--- src/rtl/hazard_ctrl.sv ---
// Pipeline hazard control: pause/nop generation for the 5-stage core
// plus free-running stall and flush event counters.
module hazard_ctrl #(
    parameter int LOAD_USE_STALLS = 1,
    parameter int CNT_W           = 32
) (
    input  logic             clk,
    input  logic             rst,
    input  logic [4:0]       id_rs1,
    input  logic [4:0]       id_rs2,
    input  logic             id_use_rs1,
    input  logic             id_use_rs2,
    input  logic [4:0]       ex_rd,
    input  logic             ex_mem_read,
    input  logic             branch_taken,
    input  logic             dmem_req,
    input  logic             dmem_ready,
    output logic             pc_pause,
    output logic             if_id_pause,
    output logic             if_id_nop,
    output logic             id_ex_pause,
    output logic             id_ex_nop,
    output logic             ex_mem_pause,
    output logic             mem_wb_nop,
    output logic [CNT_W-1:0] stall_cnt,
    output logic [CNT_W-1:0] flush_cnt
);

    typedef enum logic [1:0] {
        RUN      = 2'd0,
        LU_HOLD  = 2'd1,
        MEM_WAIT = 2'd2
    } state_t;

    state_t state;
    state_t nxt;

    logic mem_busy;
    logic lu_hazard;
    logic flush_evt;

    assign mem_busy  = dmem_req & ~dmem_ready;
    assign lu_hazard = ex_mem_read & (ex_rd != 5'd0) &
                       ((id_use_rs1 & (id_rs1 == ex_rd)) |
                        (id_use_rs2 & (id_rs2 == ex_rd)));

    // MEM_WAIT with ready falls through to the RUN decode below,
    // so a branch or hazard deferred by the wait is handled here.
    always_comb begin
        pc_pause     = 1'b0;
        if_id_pause  = 1'b0;
        if_id_nop    = 1'b0;
        id_ex_pause  = 1'b0;
        id_ex_nop    = 1'b0;
        ex_mem_pause = 1'b0;
        mem_wb_nop   = 1'b0;
        flush_evt    = 1'b0;
        nxt          = RUN;
        if (rst) begin
            if (mem_busy) begin
                pc_pause     = 1'b1;
                if_id_pause  = 1'b1;
                id_ex_pause  = 1'b1;
                ex_mem_pause = 1'b1;
                mem_wb_nop   = 1'b1;
                nxt          = MEM_WAIT;
            end else if (branch_taken) begin
                if_id_nop = 1'b1;
                id_ex_nop = 1'b1;
                flush_evt = 1'b1;
            end else if (state == LU_HOLD || lu_hazard) begin
                pc_pause    = 1'b1;
                if_id_pause = 1'b1;
                id_ex_nop   = 1'b1;
                if (state != LU_HOLD && LOAD_USE_STALLS == 2)
                    nxt = LU_HOLD;
            end
        end
    end

    always_ff @(posedge clk or negedge rst) begin
        if (!rst) begin
            state     <= RUN;
            stall_cnt <= '0;
            flush_cnt <= '0;
        end else begin
            state <= nxt;
            if (pc_pause)
                stall_cnt <= stall_cnt + CNT_W'(1);
            if (flush_evt)
                flush_cnt <= flush_cnt + CNT_W'(1);
        end
    end

endmodule

--- config.mk ---
export PLATFORM = sky130hd
export DESIGN_NAME = hazard_ctrl
export DESIGN_NICKNAME = d
export VERILOG_FILES = /design/src/rtl/hazard_ctrl.sv
export SDC_FILE = /design/constraint.sdc
export NUM_CORES = 1
export LEC_CHECK = 0
export ABC_AREA = 0
export CAP_MARGIN = 20
export CELL_PAD_IN_SITES_DETAIL_PLACEMENT = 1
export CELL_PAD_IN_SITES_GLOBAL_PLACEMENT = 2
export CORE_MARGIN = 2
export CORE_UTILIZATION = 29
export DETAILED_ROUTE_END_ITERATION = 12
export PLACE_DENSITY_LB_ADDON = 0.1
export SYNTH_ARGS = -nofsm -noshare
export SYNTH_HDL_FRONTEND = slang
export SYNTH_SLANG_ARGS = --single-unit
--- constraint.sdc ---
create_clock -name clk -period 2.5 [get_ports clk]
set_input_delay 0.5 -clock clk [delete_from_list [all_inputs] [get_ports clk]]
set_output_delay 0.5 -clock clk [all_outputs]
set_load 0.005 [all_outputs]
==> qor.csv <==
metric;value;unit
ys_top_cells_by_count;dfrtp_1, xor2_1, xnor2_1, nand2_1, nor2_1;
irDropWorstVdd;329;uV
final_area;0.00460;sq mm
status;complete, no violations;
ys_seq_area_frac;0.505;
gp_congestion;0.751;
start_util;0.295;
place_area;0.00439;sq mm
yosysMostFrequentCell;dfrtp_1;
setup.worst_path.start_class;primary input;
maxCapViolations;0;
cp.arrival;1910;ps
fin_crit;2410;ps
synth_area;0.00317;sq mm
multi_input_area;0.00150;sq mm
rows;38;
leakage;2.13;nW
endpoint_kind;primary output;
worst_pin_slew;629;ps
hold-worst-slack;150;ps
synthCells;287;
area_delta_synth_final;44.9;%
ant_nets;0;
dp_slack;-525;ps
synth_top_area_cell;dfrtp_1;
ys.flop_type;dfrtp_1;
antenna_found_initial;1;
grt_max_degree;47;
tritoncts;done;
drv_slew;0;
fp.dieW;109;microns
grt_pass1_wl;13.4;mm
cts_sinks;64;
drc_errors;0;
finalPower;2.66;mW
clkSlewWorstSetupHoldPaths;70;ps
numCtsBuffers;9;
post-route-period-util;0.965;
slew-limit-headroom;0.581;
setup_viol;0;
io_pins;94;
crit_type;primary input to primary output;
synth_enable_flop_cells;0;
drive_gt1_frac;0.137;
nFillCells;1226;
ys_ff_latch;64;
netSwitchingFraction;0.288;
grt_pass1_vias;2676;
async_flop_share;1.00;
critical_path_required;2000;ps
cts_max_path_buffers;2;
p_comb_frac;0.209;
grt.overflow.total;0;
setup_tns;0;ps
avgSynthCellArea;11.1;sq um
clkLatencyLatePin;350;ps
first_iter_violations;91;
fin_skew;11.9;ps
internal-power;1.89;mW
drtPass1Iterations;4;
synth_warnings;0;
numPortBuffers;93;
p_seq_frac;0.470;
core;0.0107;sq mm
max_freq;414;MHz
p_sw;0.767;mW
vias;2502;
layout_setup_ws;86.8;ps
routed_wl;7.96;mm
seq_area;0.00160;sq mm
hold_path.class;primary input to async pin;
cts-root-buf;clkbuf_8;
nNetsFinal;428;
p_per_area;579;mW/mm^2
clkPwrFrac;0.321;
place_hpwl;5.74;mm
critPathMaxFanout;2;
dieArea;0.0118;sq mm
synth.distinct_cells;34;
timing_hold_violations_final;0;
synth_top_cell_area_share;0.505;
die_h;109;microns
yosys-top-cells-area;dfrtp_1, xor2_1, xnor2_1, nand2_1, nand4_4;
antenna_cells;0;
viasPerCell;4.57;
grt_usage;0.149;
wire_per_inst;14.5;microns
synth_nets;312;
h-tree-depth;3;
grt_setup_unrepaired;no;
cts_hold_buffers;0;
kinds of logic (layout without fill, tap and decap cells):
group           count (synthesis)  count (layout)  share of synthesized area
simple gates                  123             123                      0.238
mux                             2               2                    0.00709
xor+xnor                       72              72                      0.199
compound gates                  6               6                     0.0166
flops                          64              64                      0.505
fa+ha+maj                       2               2                    0.00788
buf+inv                        18             139                     0.0272
worst max-delay path: stages:
cell and delay [ps]:
clkdlybuf4s50_1 440, nand2b_1 120, buf_4 130, nand2_1 70, nor2_2 130, clkdlybuf4s50_1 520
cell usage in the layout (no fill, tap or decap), types with 7 or more instances in the layout:
cell type / synthesis / final
nand2_1: 31 / 30
inv_1: 11 / 10
nand4_1: 10 / 10
dfrtp_1: 64 / 64
and3_1: 7 / 7
xor2_1: 38 / 38
nor2_1: 20 / 19
buf_4: 5 / 18
clkdlybuf4s50_1: 0 / 80
xnor2_1: 34 / 34
nor3_1: 10 / 10
clkbuf_8: 0 / 12
nand3_1: 7 / 7
metrics by stage:
stage | utilization | instances
floorplan | - | 287
finish | 0.428 | 548
global placement | 0.409 | 531
CTS | 0.427 | 548
global route | 0.428 | 548
detailed placement | 0.409 | 531
power by group through the flow:
stage / sequential, mW / combinational, mW / clock, mW
floorplan: 1.26 / 0.232 / 0
global placement: 1.27 / 0.562 / 0
detailed placement: 1.27 / 0.571 / 0
CTS: 1.25 / 0.573 / 0.884
global route: 1.27 / 0.629 / 0.933
finish: 1.25 / 0.557 / 0.853
layout make-up:
type	count	area share
tap	140	0.0381
sequential	64	0.348
timing repair buffer	112	0.237
inverter	11	0.00952
clock inverter	2	0.00272
clock buffer	14	0.0375
multi-input combinational	205	0.327
worst paths after layout:
kind | from | end | slack, ps | cells past startpoint
max | dmem_ready | if_id_nop | 90 | 6
min | rst | flush_cnt[3]$_DFFE_PN0P_ | 150 | 2
max reg2reg | stall_cnt[10]$_DFFE_PN0P_ | stall_cnt[31]$_DFFE_PN0P_ | 460 | 6
min reg2reg | flush_cnt[31]$_DFFE_PN0P_ | flush_cnt[31]$_DFFE_PN0P_ | 480 | 1
max in group asynchronous | rst | flush_cnt[24]$_DFFE_PN0P_ | 1780 | 2
min in group clk | flush_cnt[31]$_DFFE_PN0P_ | flush_cnt[31]$_DFFE_PN0P_ | 480 | 1
registers in the layout, summed over array words and instances (netlist names):
signal     cells
flush_cnt     32
stall_cnt     32
routing by layer:
metal / global-route usage / vias up / part of all wire
li1: - / 1198 / -
met1: 0.190 / 1229 / 0.46
met2: 0.237 / 56 / 0.47
met3: 0.0418 / 17 / 0.050
met4: 0.0604 / 2 / 0.018
met5: 0 / - / 0.0015
what timing repair did:
item                       in CTS  in global routing
setup endpoints to repair       6                  7
buffers inserted                1                  0
gates resized for setup        16                 10
pin swaps                       5                  9
(Power assumes the default switching activity.)
